`src/rtl/vga_timing_out.sv`:
```
// VGA raster generator and pixel output stage.
// Counts the raster, hands the coordinates to the drawing pipeline, and
// re-aligns the returned RRRGGGBB colour with delayed sync/blank flags
// before driving the DAC pins from flops.
module vga_timing_out #(
  parameter int H_ACTIVE    = 640,
  parameter int H_FRONT     = 16,
  parameter int H_SYNC      = 96,
  parameter int H_BACK      = 48,
  parameter int V_ACTIVE    = 480,
  parameter int V_FRONT     = 10,
  parameter int V_SYNC      = 2,
  parameter int V_BACK      = 33,
  parameter int RGB_LATENCY = 1
) (
  input  logic        clk,
  input  logic        reset,
  input  logic        pixelEn,
  input  logic [7:0]  inRGB,
  output logic [10:0] pixelX,
  output logic [10:0] pixelY,
  output logic        inFrame,
  output logic        startOfFrame,
  output logic [7:0]  vgaR,
  output logic [7:0]  vgaG,
  output logic [7:0]  vgaB,
  output logic        hSync,
  output logic        vSync,
  output logic        blankN
);

  localparam int H_TOTAL = H_ACTIVE + H_FRONT + H_SYNC + H_BACK;
  localparam int V_TOTAL = V_ACTIVE + V_FRONT + V_SYNC + V_BACK;

  localparam logic [10:0] H_LAST     = 11'(H_TOTAL - 1);
  localparam logic [10:0] V_LAST     = 11'(V_TOTAL - 1);
  localparam logic [10:0] H_ACT      = 11'(H_ACTIVE);
  localparam logic [10:0] V_ACT      = 11'(V_ACTIVE);
  localparam logic [10:0] HS_FIRST   = 11'(H_ACTIVE + H_FRONT);
  localparam logic [10:0] HS_LAST    = 11'(H_ACTIVE + H_FRONT + H_SYNC - 1);
  localparam logic [10:0] VS_FIRST   = 11'(V_ACTIVE + V_FRONT);
  localparam logic [10:0] VS_LAST    = 11'(V_ACTIVE + V_FRONT + V_SYNC - 1);

  // Sync/active flags carried down the alignment pipeline.
  typedef struct packed {
    logic hs;   // active-low horizontal sync
    logic vs;   // active-low vertical sync
    logic act;  // inside the visible area
  } sync_t;

  localparam sync_t SYNC_IDLE = '{hs: 1'b1, vs: 1'b1, act: 1'b0};

  logic [10:0] h_count_q, h_count_d;
  logic [10:0] v_count_q, v_count_d;
  logic        sof_q, sof_d;
  logic        hsync_q, hsync_d;
  logic        vsync_q, vsync_d;
  logic        blank_n_q, blank_n_d;
  logic [7:0]  vga_r_q, vga_r_d;
  logic [7:0]  vga_g_q, vga_g_d;
  logic [7:0]  vga_b_q, vga_b_d;

  sync_t raw;
  sync_t tap;

  // Raster counters: advance one pixel per tick, wrap at line and frame end.
  always_comb begin
    // NOTE: every always_comb output gets a default first so no path can
    // leave it unassigned and infer a latch.
    h_count_d = h_count_q;
    v_count_d = v_count_q;
    if (pixelEn) begin
      if (h_count_q == H_LAST) begin
        h_count_d = '0;
        v_count_d = (v_count_q == V_LAST) ? '0 : v_count_q + 11'd1;
      end else begin
        h_count_d = h_count_q + 11'd1;
      end
    end
  end

  // Counter registers; reset wins over pixelEn.
  always_ff @(posedge clk) begin
    // NOTE: state is updated with non-blocking assignments so every flop
    // samples the pre-edge values regardless of statement order.
    if (reset) begin
      h_count_q <= '0;
      v_count_q <= '0;
    end else begin
      h_count_q <= h_count_d;
      v_count_q <= v_count_d;
    end
  end

  // Raw, undelayed sync and active flags for the current coordinates.
  always_comb begin
    raw.hs  = !((h_count_q >= HS_FIRST) && (h_count_q <= HS_LAST));
    raw.vs  = !((v_count_q >= VS_FIRST) && (v_count_q <= VS_LAST));
    raw.act = (h_count_q < H_ACT) && (v_count_q < V_ACT);
  end

  // Delay the flags by the drawing pipeline's latency.
  generate
    if (RGB_LATENCY == 0) begin : g_direct
      assign tap = raw;
    end else begin : g_pipe
      sync_t pipe_q [RGB_LATENCY];
      sync_t pipe_d [RGB_LATENCY];

      // Shift one stage per pixel tick.
      always_comb begin
        pipe_d = pipe_q;
        if (pixelEn) begin
          pipe_d[0] = raw;
          for (int i = 1; i < RGB_LATENCY; i++) begin
            pipe_d[i] = pipe_q[i-1];
          end
        end
      end

      // Pipeline stages; reset flushes them to blank with syncs inactive.
      always_ff @(posedge clk) begin
        // NOTE: this delay line is reset (unlike a data memory) because
        // stale entries would otherwise reach the sync pins after reset.
        if (reset) begin
          for (int i = 0; i < RGB_LATENCY; i++) begin
            pipe_q[i] <= SYNC_IDLE;
          end
        end else begin
          pipe_q <= pipe_d;
        end
      end

      assign tap = pipe_q[RGB_LATENCY-1];
    end
  endgenerate

  // Output stage: capture colour with the aligned flags, expand to 8 bits
  // per channel by bit replication, and force black outside the active area.
  always_comb begin
    hsync_d   = hsync_q;
    vsync_d   = vsync_q;
    blank_n_d = blank_n_q;
    vga_r_d   = vga_r_q;
    vga_g_d   = vga_g_q;
    vga_b_d   = vga_b_q;
    sof_d     = pixelEn && (h_count_q == '0) && (v_count_q == '0);
    if (pixelEn) begin
      hsync_d   = tap.hs;
      vsync_d   = tap.vs;
      blank_n_d = tap.act;
      if (tap.act) begin
        vga_r_d = {inRGB[7:5], inRGB[7:5], inRGB[7:6]};
        vga_g_d = {inRGB[4:2], inRGB[4:2], inRGB[4:3]};
        vga_b_d = {inRGB[1:0], inRGB[1:0], inRGB[1:0], inRGB[1:0]};
      end else begin
        vga_r_d = '0;
        vga_g_d = '0;
        vga_b_d = '0;
      end
    end
  end

  // Output registers feeding the DAC pins.
  always_ff @(posedge clk) begin
    if (reset) begin
      hsync_q   <= 1'b1;
      vsync_q   <= 1'b1;
      blank_n_q <= 1'b0;
      vga_r_q   <= '0;
      vga_g_q   <= '0;
      vga_b_q   <= '0;
      sof_q     <= 1'b0;
    end else begin
      hsync_q   <= hsync_d;
      vsync_q   <= vsync_d;
      blank_n_q <= blank_n_d;
      vga_r_q   <= vga_r_d;
      vga_g_q   <= vga_g_d;
      vga_b_q   <= vga_b_d;
      sof_q     <= sof_d;
    end
  end

  assign pixelX       = h_count_q;
  assign pixelY       = v_count_q;
  assign inFrame      = raw.act;
  assign startOfFrame = sof_q;
  assign hSync        = hsync_q;
  assign vSync        = vsync_q;
  assign blankN       = blank_n_q;
  assign vgaR         = vga_r_q;
  assign vgaG         = vga_g_q;
  assign vgaB         = vga_b_q;

endmodule

```
`config.mk`:
```
export PLATFORM = sky130hd
export DESIGN_NAME = vga_timing_out
export DESIGN_NICKNAME = d
export VERILOG_FILES = /design/src/rtl/vga_timing_out.sv
export SDC_FILE = /design/constraint.sdc
export NUM_CORES = 1
export LEC_CHECK = 0
export ABC_CLOCK_PERIOD_IN_PS = 4400
export BUFFER_PORTS_ARGS = -buffer_cell sky130_fd_sc_hd__buf_2
export CORE_ASPECT_RATIO = 0.7
export CORE_UTILIZATION = 53
export DETAILED_ROUTE_END_ITERATION = 10
export PLACE_DENSITY = 0.9
export SYNTH_ARGS = -nofsm -noshare
export SYNTH_HDL_FRONTEND = slang
export SYNTH_SLANG_ARGS = --single-unit
```
`constraint.sdc`:
```
create_clock -name clk -period 4.4 [get_ports clk]
set_clock_uncertainty 0.05 [all_clocks]
set_input_delay 0.22 -clock clk [delete_from_list [all_inputs] [get_ports clk]]
set_output_delay 0.22 -clock clk [all_outputs]
set_load 0.1 [all_outputs]
```
==> results of run 1 <==
## how the worst max path moves through the flow
| stage | start | end | slack (ns) |
|---|---|---|---|
| 3_3_place_gp | pixelX[5] | pixelY[2] | 2.23 |
| 6_report | pixelX[5] | pixelY[2] | 2.12 |
| 2_1_floorplan | pixelX[0] | pixelY[10] | 1.58 |
| 4_1_cts | pixelX[5] | pixelY[10] | 2.15 |
| 5_1_grt | pixelX[0] | pixelY[2] | 1.92 |
| 3_5_place_dp | pixelX[5] | pixelY[2] | 2.15 |
## synthesized netlist by cell type
master and n:
sky130_fd_sc_hd__mux2i_1 2, sky130_fd_sc_hd__nand3b_1 1, sky130_fd_sc_hd__nand2_1 8, sky130_fd_sc_hd__a21oi_1 11
sky130_fd_sc_hd__and3_1 2, sky130_fd_sc_hd__xor2_1 3, sky130_fd_sc_hd__a21o_1 2, sky130_fd_sc_hd__nor2_1 26
sky130_fd_sc_hd__xnor2_1 8, sky130_fd_sc_hd__or3_1 6, sky130_fd_sc_hd__or2_2 1, sky130_fd_sc_hd__buf_4 16
sky130_fd_sc_hd__or4_1 1, sky130_fd_sc_hd__nor3b_1 1, sky130_fd_sc_hd__a22oi_1 8, sky130_fd_sc_hd__nand2b_1 2
sky130_fd_sc_hd__a211o_1 3, sky130_fd_sc_hd__nor2b_1 3, sky130_fd_sc_hd__clkbuf_1 6, sky130_fd_sc_hd__nand4_1 6
sky130_fd_sc_hd__o21bai_2 1, sky130_fd_sc_hd__nor4_1 6, sky130_fd_sc_hd__and4b_1 2, sky130_fd_sc_hd__nand3_1 13
sky130_fd_sc_hd__clkinv_1 1, sky130_fd_sc_hd__ha_1 5, sky130_fd_sc_hd__and2_1 2, sky130_fd_sc_hd__nor3_1 6
sky130_fd_sc_hd__buf_2 2, sky130_fd_sc_hd__nor4b_1 2, sky130_fd_sc_hd__o22ai_1 1, sky130_fd_sc_hd__or4_4 1
sky130_fd_sc_hd__inv_1 8, sky130_fd_sc_hd__and4_1 2, sky130_fd_sc_hd__a21oi_2 1, sky130_fd_sc_hd__o21ai_0 8
sky130_fd_sc_hd__nand4b_1 1, sky130_fd_sc_hd__dfxtp_1 37
## per-layer routing
metal / GRT usage (%) / wire length, um / vias to the layer above
met5: 0 / 0 / -
met4: 12.1 / 55 / 0
met3: 7.69 / 403 / 5
met2: 31.9 / 1710 / 74
met1: 35.3 / 1990 / 784
li1: - / - / 831
## cell usage in the layout (no fill, tap or decap), types with 3 or more instances in the layout
| master | Yosys | final |
|---|---|---|
| sky130_fd_sc_hd__nand2_1 | 8 | 8 |
| sky130_fd_sc_hd__dfxtp_1 | 37 | 37 |
| sky130_fd_sc_hd__nand3_1 | 13 | 13 |
| sky130_fd_sc_hd__nor2_1 | 26 | 26 |
| sky130_fd_sc_hd__o21ai_0 | 8 | 8 |
| sky130_fd_sc_hd__clkbuf_8 | 0 | 7 |
| sky130_fd_sc_hd__buf_2 | 2 | 61 |
| sky130_fd_sc_hd__nor3_1 | 6 | 6 |
| sky130_fd_sc_hd__xor2_1 | 3 | 3 |
| sky130_fd_sc_hd__a21oi_1 | 11 | 11 |
| sky130_fd_sc_hd__a22oi_1 | 8 | 8 |
| sky130_fd_sc_hd__a211o_1 | 3 | 3 |
| sky130_fd_sc_hd__nor2b_1 | 3 | 3 |
| sky130_fd_sc_hd__nand4_1 | 6 | 6 |
| sky130_fd_sc_hd__nor4_1 | 6 | 6 |
| sky130_fd_sc_hd__inv_1 | 8 | 8 |
| sky130_fd_sc_hd__or3_1 | 6 | 6 |
| sky130_fd_sc_hd__ha_1 | 5 | 5 |
| sky130_fd_sc_hd__xnor2_1 | 8 | 8 |
## kinds of logic (layout without fill, tap and decap cells)
group	Yosys count	in the layout	synth area share [%]
fa+ha+maj	5	5	3.43
buf+inv	33	78	10.2
compound gates	35	35	12.2
flops	37	37	40.6
simple gates	92	92	27.2
xor+xnor	11	11	5.28
mux	2	2	1.10
## power by group
| part | total [uW] | internal [uW] | leakage [uW] | switching, uW |
|---|---|---|---|---|
| Sequential | 348 | 342 | 0.000300 | 5.76 |
| Combinational | 121 | 20.0 | 0.000557 | 101 |
| Clock | 261 | 142 | 0.0000542 | 119 |
## sequential cells by signal (all words and copies together) (netlist names)
register,count
vgaB,2
vgaR,3
vSync,1
startOfFrame,1
vgaG,3
blankN,1
hSync,1
g_pipe.pipe_q,3
pixelY,11
pixelX,11
## worst max-delay path: stages, from the launching register on
cell	delay (ns)
sky130_fd_sc_hd__dfxtp_1	0.37
sky130_fd_sc_hd__or4_1	0.64
sky130_fd_sc_hd__or3_1	0.54
sky130_fd_sc_hd__o21bai_2	0.45
sky130_fd_sc_hd__nor2_1	0.10
## metrics by stage
stage | hold WS, ns | instances
global placement | 0.391 | 299
global route | 0.104 | 307
detailed placement | 0.400 | 299
floorplan | 0.314 | 215
finish | 0.108 | 307
CTS | 0.103 | 307
## cell type report
type | instances | share of cell area (%)
clock buffer | 7 | 4.51
clock inverter | 1 | 0.234
inverter | 9 | 1.58
multi-input combinational | 145 | 42.0
sequential | 37 | 34.7
tap | 47 | 2.75
timing repair buffer | 61 | 14.3
==> metrics, run 1 <==
Detailed Place HPWL 2970 um; antenna violation net count after detailed routing 0; leakage power 0.000911 uW; power after layout 729 uW; area growth from synthesis to final layout 17.1%; share of the clock period used by the worst path 51.9%; number of buffers added for setup after CTS 0; antenna diode count 0; num ports 62; Hold Crit Endpoint vgaR[4]; via count of the first global-routing pass 1397; quantity of I/O buffers inserted on ports 61; unrepaired setup endpoints after global routing false; end of the worst register-to-register path pixelY[2]; relative slew slack 57.4%; fraction of synthesized cell area taken by the top area cell type 40.6%; Yosys reg bits 37; total area of multi-input combinational cells 897 um2; Final min period 2.28 ns; Clock Tree Root sky130_fd_sc_hd__clkbuf_8; Die W 72.1 um; R2R Setup Slk 2.12 ns; Vert. Die Dim 51.1 um; Cell Rows 17; Final nets 275; antenna violations before repair 0; total number of vias 1694; number of endpoints failing setup at the final stage 0; post-route cell area 0.00214 mm2; end-of-flow core utilization 66.5%; Warnings, synthesis 0; Hold Crit Depth 3; drt initial violations 143; largest cells by area after synthesis sky130_fd_sc_hd__dfxtp_1 41%, sky130_fd_sc_hd__buf_4 6.6%, sky130_fd_sc_hd__nor2_1 5.3%; data arrival time of the worst path 2.40 ns; CTS tree built; core region area 0.00321 mm2; buffer depth of the longest clock path 2; max-slew violation count 0; number of buffers inserted by hold repair at cts 0; Worst Tran Pin Value 0.630 ns; Crit Path Category register to register; sequential cell area in the final layout 741 um2; synthesized cell area 0.00182 mm2; cell type with the largest total area after synthesis sky130_fd_sc_hd__dfxtp_1; first-pass GRT wire length 6750 um; run status finished clean; Die Footprint 0.00368 mm2; post_cts resized 0; critical path fanouts, max 10; worst vdd ir 229 uV; synthesized netlist cell count 215; later-pin clock latency in the skew report 0.29 ns; Seq/Total Area, Yosys 40.6%; synthesized netlist net count 231; final routed wirelength across all metal layers 4160 um; type of destination of the critical path register; setup_tns 0 ns; largest net degree at the start of global routing 22; final hold vios 0; worst reg2reg startpoint pixelX[5]; post-synthesis average cell area 8.48 um2; max_cap viols 0; post-placement cell area 0.00204 mm2; FILL cells 266; # clock sinks 37; least setup slack across all paths after layout 2.12 ns; routed wirelength normalized by instance count 13.6 um; required time of the critical path 4.51 ns; first-pass iteration count of the detailed router 4; maximum clock rate 0.438 GHz; GR Overflow Total 0; Starting Density 56.8%; DR vias/cell 5.52; worst-case setup slack after placement 2.15 ns; power density over cell area 341 mW/mm2; drc violations 0; GRT Util Overall 24.4%; clock buffers created by TritonCTS 5; share of layout cells above drive strength 1 28.1%; worst min-delay path startpoint inRGB[7]; H-tree lvl count 2; post-CTS clock slew at the launch and capture registers of the worst setup and hold paths 0.07 ns; global placement routability congestion 0.947; Hold/Removal Path Class primary input to register; Distinct cells, synth 38; crit path launch type register; cells on worst reg2reg path 4
Power figures use the tool's default switching activity.
==> run 2: changes to the inputs <==
Settings changed: ABC_CLOCK_PERIOD_IN_PS 4400 to 1800, CORE_UTILIZATION 53 to 45, PLACE_DENSITY 0.9 to 0.82.
Clock period 4.4 ns to 1.8 ns, I/O delays scaled along.
==> run 2 against run 1 <==
Effect of this change:
- largest cell class unchanged
- critical path type unchanged
- sequential share of layout area is 4.2 points lower
- first-iteration DRC count decreased by 18%
- clock power rose to 2.8 times the previous value
- cell count increased by 13%
- worst setup slack got worse by 2.2 ns
- die area rose by 17%
- non-clock buffer count rose by 35
- the run now ends with negative setup slack left
- register-to-register slack worse by 2.2 ns
- final area grew 21%
- largest power group unchanged
- global-route usage down 0.62 points
- count of clock-buffer cells in the layout down 2
- critical endpoint is now pixelY[10]
==> metrics, run 2 (synthesized netlist as in run 1, its figures left out) <==
Worst path most repeated cell sky130_fd_sc_hd__or4_4; # clock sinks 37 (unchanged); antenna diode count 0 (unchanged); data arrival time of the worst path 2.09 ns (-0.31 ns); critical path fanouts, max 5 (-5); area growth from synthesis to final layout 42.3%; required time of the critical path 1.98 ns (-2.53 ns); cells on worst reg2reg path 4 (unchanged); largest net degree at the start of global routing 22 (unchanged); run status complete, but fails checks; via count of the first global-routing pass 1610 (+15%); routed wirelength normalized by instance count 14.6 um (+8.0%); capturing instance or port of the critical path pixelY[10]; Crit-path slowest cell sky130_fd_sc_hd__or4_4; Die W 78.1 um (+8.3%); drt initial violations 117 (-18%); num ports 62 (unchanged); drc violations 0 (unchanged); GR Overflow Total 0 (unchanged); buffer depth of the longest clock path 2 (unchanged); relative slew slack 64.8% (+7.4 points); Crit Path Category register to register; worst-case setup slack after placement -0.153 ns (-2.30 ns); Detailed Place HPWL 3490 um (+18%); end of the worst register-to-register path pixelY[10]; Cell Rows 18 (+1); Setup crit start pixelX[6]; quantity of I/O buffers inserted on ports 61 (unchanged); most common library cell in the layout ignoring fill and taps sky130_fd_sc_hd__buf_2; share of the clock period used by the worst path 106% (+54 points); antenna violation net count after detailed routing 0 (unchanged); Vert. Die Dim 55.3 um (+8.2%); final hold vios 0 (unchanged); core region area 0.00369 mm2 (+15%); Hold/Removal Path Class primary input to register; setup_tns -0.514 ns (-0.514 ns); DR vias/cell 5.40 (-2.1%); count of non-filler cells in the finished layout 346 (+13%); later-pin clock latency in the skew report 0.30 ns (about the same); violations in the final reports negative setup slack; GRT Util Overall 23.8% (-0.62 points); Clock Tree Root sky130_fd_sc_hd__clkbuf_8; Final min period 1.90 ns (-0.379 ns); unrepaired setup endpoints after global routing true; power after layout 1910 uW (+160%); type of destination of the critical path register; longest individual stage delay on the worst path 0.54 ns (-0.10 ns); number of endpoints failing setup at the final stage 15 (+15); leading cell types in the layout, fill and taps excluded 60 x sky130_fd_sc_hd__buf_2, 24 x sky130_fd_sc_hd__nor2_1, 24 x sky130_fd_sc_hd__buf_4; post-CTS clock slew at the launch and capture registers of the worst setup and hold paths 0.08 ns (about the same); first-pass GRT wire length 8030 um (+19%); total number of vias 1870 (+10%); Cell Chain, Critical Path or4_4 -> or4_4 -> or3_1 -> a21oi_2; Final nets 311 (+13%); Placed Instances 327 (+9.4%); global placement routability congestion 0.834 (-12%); leakage power 0.00110 uW (+21%); Die Footprint 0.00432 mm2 (+17%); share of layout cells above drive strength 1 46.6% (+19 points); worst reg2reg startpoint pixelX[6]; antenna violations before repair 0 (unchanged); Starting Density 49.4% (-7.4 points); worst vdd ir 464 uV (+100%); CTS tree built; power density over cell area 735 mW/mm2 (+120%); least setup slack across all paths after layout -0.104 ns (-2.22 ns); first-pass iteration count of the detailed router 4 (unchanged); final routed wirelength across all metal layers 5070 um (+22%); max_cap viols 0 (unchanged); Worst Tran Pin Value 0.523 ns (-0.107 ns); H-tree lvl count 2 (unchanged); R2R Setup Slk -0.10 ns (-2.22 ns); max-slew violation count 0 (unchanged); maximum clock rate 0.525 GHz (+20%); FILL cells 289 (+8.6%); clock buffers created by TritonCTS 5 (unchanged); crit path launch type register
run 2: changes by cell type in the layout (fill, tap and decap cells not counted), sizes merged:
cell | before | now
inv | 8 | 9
o21bai | 1 | 2
dlygate4sd3 | 0 | 8
clkbuf | 7 | 6
bufinv | 0 | 1
buf | 61 | 87
run 2: critical path, delay by kind of cell, from the launching register on:
| kind | cells | cell delay [ns] |
|---|---|---|
| AOI/OAI and AO/OA | 1 | 0.12 |
| DFF | 1 | 0.34 |
| and+or+nand+nor | 3 | 1.34 |
run 2: where the power goes:
group	switching, uW	internal, uW	leakage (uW)
logic	261	74.1	0.000732
clock network	321	416	0.0000587
registers	11.7	825	0.000314
total	593	1310	0.00110
run 2: worst min path at each step:
stage | startpoint | end | slack, ns | cells past startpoint
after global placement | inRGB[7] | vgaR[4] | 0.27 | 3
final | reset | blankN | 0.15 | 2
after detailed placement | inRGB[5] | vgaR[5] | 0.28 | 3
after global routing | reset | vgaR[4] | 0.17 | 2
after floorplan | inRGB[1] | vgaB[5] | 0.18 | 2
after CTS | reset | vgaR[5] | 0.13 | 2
run 2: what timing repair did:
item	in CTS	in global routing
pin swaps	0	1
setup endpoints to repair	20	10
gates resized for setup	4	18
setup buffers	0	2
endpoints found under the hold margin	8	0
hold buffers	8	0
gates cloned	0	1
run 2: routing by layer:
layer | wire length [um] | up-vias | share of wire [%] | track usage (%)
met5 | 0 | - | 0 | 0
met4 | 38 | 0 | 0.75 | 7.67
met3 | 345 | 3 | 6.8 | 6.12
met2 | 2250 | 91 | 44 | 33.7
met1 | 2440 | 876 | 48 | 34.8
li1 | - | 900 | - | -
run 2: stage by stage:
step,cell area [um2],hold slack [ns],util [%]
3_3_place_gp,2300,0.273,62.2
5_1_grt,2600,0.169,70.3
2_1_floorplan,1910,0.184,-
3_5_place_dp,2300,0.279,62.2
4_1_cts,2520,0.134,68.1
6_report,2600,0.151,70.3
run 2: layout make-up:
class / count / area [um2] / area share (%)
Timing Repair Buffer: 96 / 602 / 23.2
Inverter: 9 / 33.8 / 1.30
Tap cell: 50 / 62.6 / 2.41
Multi-Input combinational cell: 146 / 993 / 38.3
Clock buffer: 5 / 68.8 / 2.65
Clock inverter: 3 / 45.0 / 1.73
Sequential cell: 37 / 791 / 30.5
==> run 3: changes to the inputs <==
--- a/config.mk
+++ b/config.mk
@@ -9,4 +9,5 @@
 export BUFFER_PORTS_ARGS = -buffer_cell sky130_fd_sc_hd__buf_2
 export CORE_ASPECT_RATIO = 0.7
+export CORE_MARGIN = 2
 export CORE_UTILIZATION = 45
 export DETAILED_ROUTE_END_ITERATION = 10
==> constraint.sdc (replaced) <==
create_clock -name clk -period 1.8 [get_ports clk]
set_clock_uncertainty 0.05 [all_clocks]
set_input_delay 0.36 -clock clk [delete_from_list [all_inputs] [get_ports clk]]
set_output_delay 0.36 -clock clk [all_outputs]
set_load 0.1 [all_outputs]
==> run 3 against run 2 <==
Effect of this change:
- the run still ends with negative setup slack left
- global-route usage shrank 3.1 points
- worst setup slack gained 0.0030 ns
- final area shrank 4.3%
- non-clock buffer count shrank 12
- maximum frequency grew 0.16%
==> metrics, run 3 (synthesized netlist as in run 1, its figures left out) <==
first-pass GRT wire length 7370 um (-8.2%); run status complete, but fails checks; required time of the critical path 1.98 ns (about the same); global placement routability congestion 0.831 (-0.36%); first-pass iteration count of the detailed router 4 (unchanged); total buffers and inverters traversed by the critical path 0 (unchanged); max_cap viols 0 (unchanged); buffer depth of the longest clock path 2 (unchanged); setup_tns -0.550 ns (-0.0358 ns); clock buffers created by TritonCTS 5 (unchanged); routed wirelength normalized by instance count 13.7 um (-6.7%); Cell Rows 19 (+1); max-slew violation count 0 (unchanged); crit path launch type register; share of the clock period used by the worst path 106% (-0.17 points); antenna violations before repair 0 (unchanged); Cell Chain, Critical Path or4_4 -> or4_4 -> or3_1 -> a21oi_2; share of layout cells above drive strength 1 46.5% (-0.14 points); Crit-path slowest cell sky130_fd_sc_hd__or4_4; CTS tree built; Crit Path Category register to register; violations in the final reports negative setup slack; GR Overflow Total 0 (unchanged); type of destination of the critical path register; worst hold-check slack 0.247 ns (+0.0960 ns); num ports 62 (unchanged); core region area 0.00390 mm2 (+5.6%); drc violations 0 (unchanged); H-tree lvl count 2 (unchanged); Starting Density 46.8% (-2.6 points); final routed wirelength across all metal layers 4590 um (-9.4%); DR vias/cell 5.21 (-3.6%); total number of vias 1751 (-6.4%); quantity of I/O buffers inserted on ports 61 (unchanged); data arrival time of the worst path 2.08 ns (about the same); total area of multi-input combinational cells 966 um2 (-2.8%); Worst path most repeated cell sky130_fd_sc_hd__or4_4; Clock Tree Root sky130_fd_sc_hd__clkbuf_8; Final nets 299 (-3.9%); worst vdd ir 574 uV (+24%); drt initial violations 119 (+1.7%); number of endpoints failing setup at the final stage 9 (-6); Worst Tran Pin Value 0.489 ns (-0.0332 ns); area growth from synthesis to final layout 36.2%; GRT Util Overall 20.7% (-3.1 points); largest net degree at the start of global routing 23 (+4.5%); power density over cell area 762 mW/mm2 (+3.7%); relative slew slack 67.6% (+2.8 points); Die W 80.1 um (+2.6%); via count of the first global-routing pass 1519 (-5.7%); unrepaired setup endpoints after global routing true; leading cell types in the layout, fill and taps excluded 60 x sky130_fd_sc_hd__buf_2, 26 x sky130_fd_sc_hd__nor2_1, 21 x sky130_fd_sc_hd__buf_4; antenna diode count 0 (unchanged); leakage power 0.00106 uW (-3.6%); maximum clock rate 0.526 GHz (+0.16%); Worst path top cell family by delay simple AND/OR/NAND/NOR gates; critical path fanouts, max 5 (unchanged); Final min period 1.90 ns (-0.00301 ns); Vert. Die Dim 57.3 um (+3.6%); least setup slack across all paths after layout -0.101 ns (+0.00301 ns); Die Footprint 0.00459 mm2 (+6.3%); FILL cells 348 (+20%); final hold vios 0 (unchanged); most common library cell in the layout ignoring fill and taps sky130_fd_sc_hd__buf_2; post-CTS clock slew at the launch and capture registers of the worst setup and hold paths 0.08 ns (about the same); Hold/Removal Path Class primary input to register; longest individual stage delay on the worst path 0.54 ns (about the same); # clock sinks 37 (unchanged); sequential cell area in the final layout 796 um2 (+0.63%); Detailed Place HPWL 3370 um (-3.5%); later-pin clock latency in the skew report 0.29 ns (about the same); antenna violation net count after detailed routing 0 (unchanged)
[run 3: changes by cell type in the layout (fill, tap and decap cells not counted), moves of 3 or more]
cell	before	now
sky130_fd_sc_hd__dfxtp_1	15	11
sky130_fd_sc_hd__buf_4	24	21
sky130_fd_sc_hd__dfxtp_2	13	17
sky130_fd_sc_hd__dlygate4sd3_1	8	0
[run 3: what timing repair did]
action                                  4_1_cts  5_1_grt
hold buffers                                  0        0
endpoints found under the setup margin       18       19
resized for setup                             3        8
gates cloned                                  1        0
hold endpoints to repair                      0        0
pin swaps                                     3        1
setup buffers                                 1        2
[run 3: area by class of cell]
type / instances / share of cell area, %
Clock buffer: 7 / 4.78
Clock inverter: 1 / 0.201
Inverter: 9 / 1.36
Multi-Input combinational cell: 146 / 38.9
Sequential cell: 37 / 32.0
Tap cell: 52 / 2.62
Timing Repair Buffer: 84 / 20.1
[run 3: path summary, 6_finish.rpt]
kind                          from  depth (start not counted)  slack, ns         end
hold reg to reg   g_pipe.pipe_q[2]                          1       0.41       hSync
setup reg to reg         pixelX[6]                          4      -0.10  pixelY[10]
hold / removal            inRGB[2]                          3       0.25     vgaG[5]
setup / recovery         pixelX[6]                          4      -0.10  pixelY[10]
[run 3: report_power, final]
group / switching, uW / total, uW / internal (uW)
logic: 253 / 315 / 61.5
clock network: 302 / 741 / 439
registers: 11.9 / 838 / 826
total: 567 / 1890 / 1330
[run 3: worst register-to-register path: cells and delay by family (launching register included)]
kind	cells	cell delay, ns
and+or+nand+nor	3	1.34
DFF	1	0.34
AOI/OAI and AO/OA	1	0.12
[run 3: layer usage]
layer / vias up / track usage (%) / wire [um]
met5: - / 0 / 0
met4: 0 / 6.05 / 43
met1: 800 / 32.0 / 2250
met2: 64 / 28.2 / 1980
li1: 882 / - / -
met3: 5 / 5.06 / 319
[run 3: metrics by stage]
stage                     worst slack [ns]  total power [uW]  area [um2]  utilization [%]  std cells
final                               -0.101              1890        2480             63.7        336
after global routing                -0.161              1970        2480             63.7        336
after CTS                          -0.0995              1910        2440             62.6        334
after detailed placement            -0.188              1170        2280             58.6        324
after global placement              -0.129              1170        2280             58.6        324
after floorplan                     -0.315              1130        1920                -        215
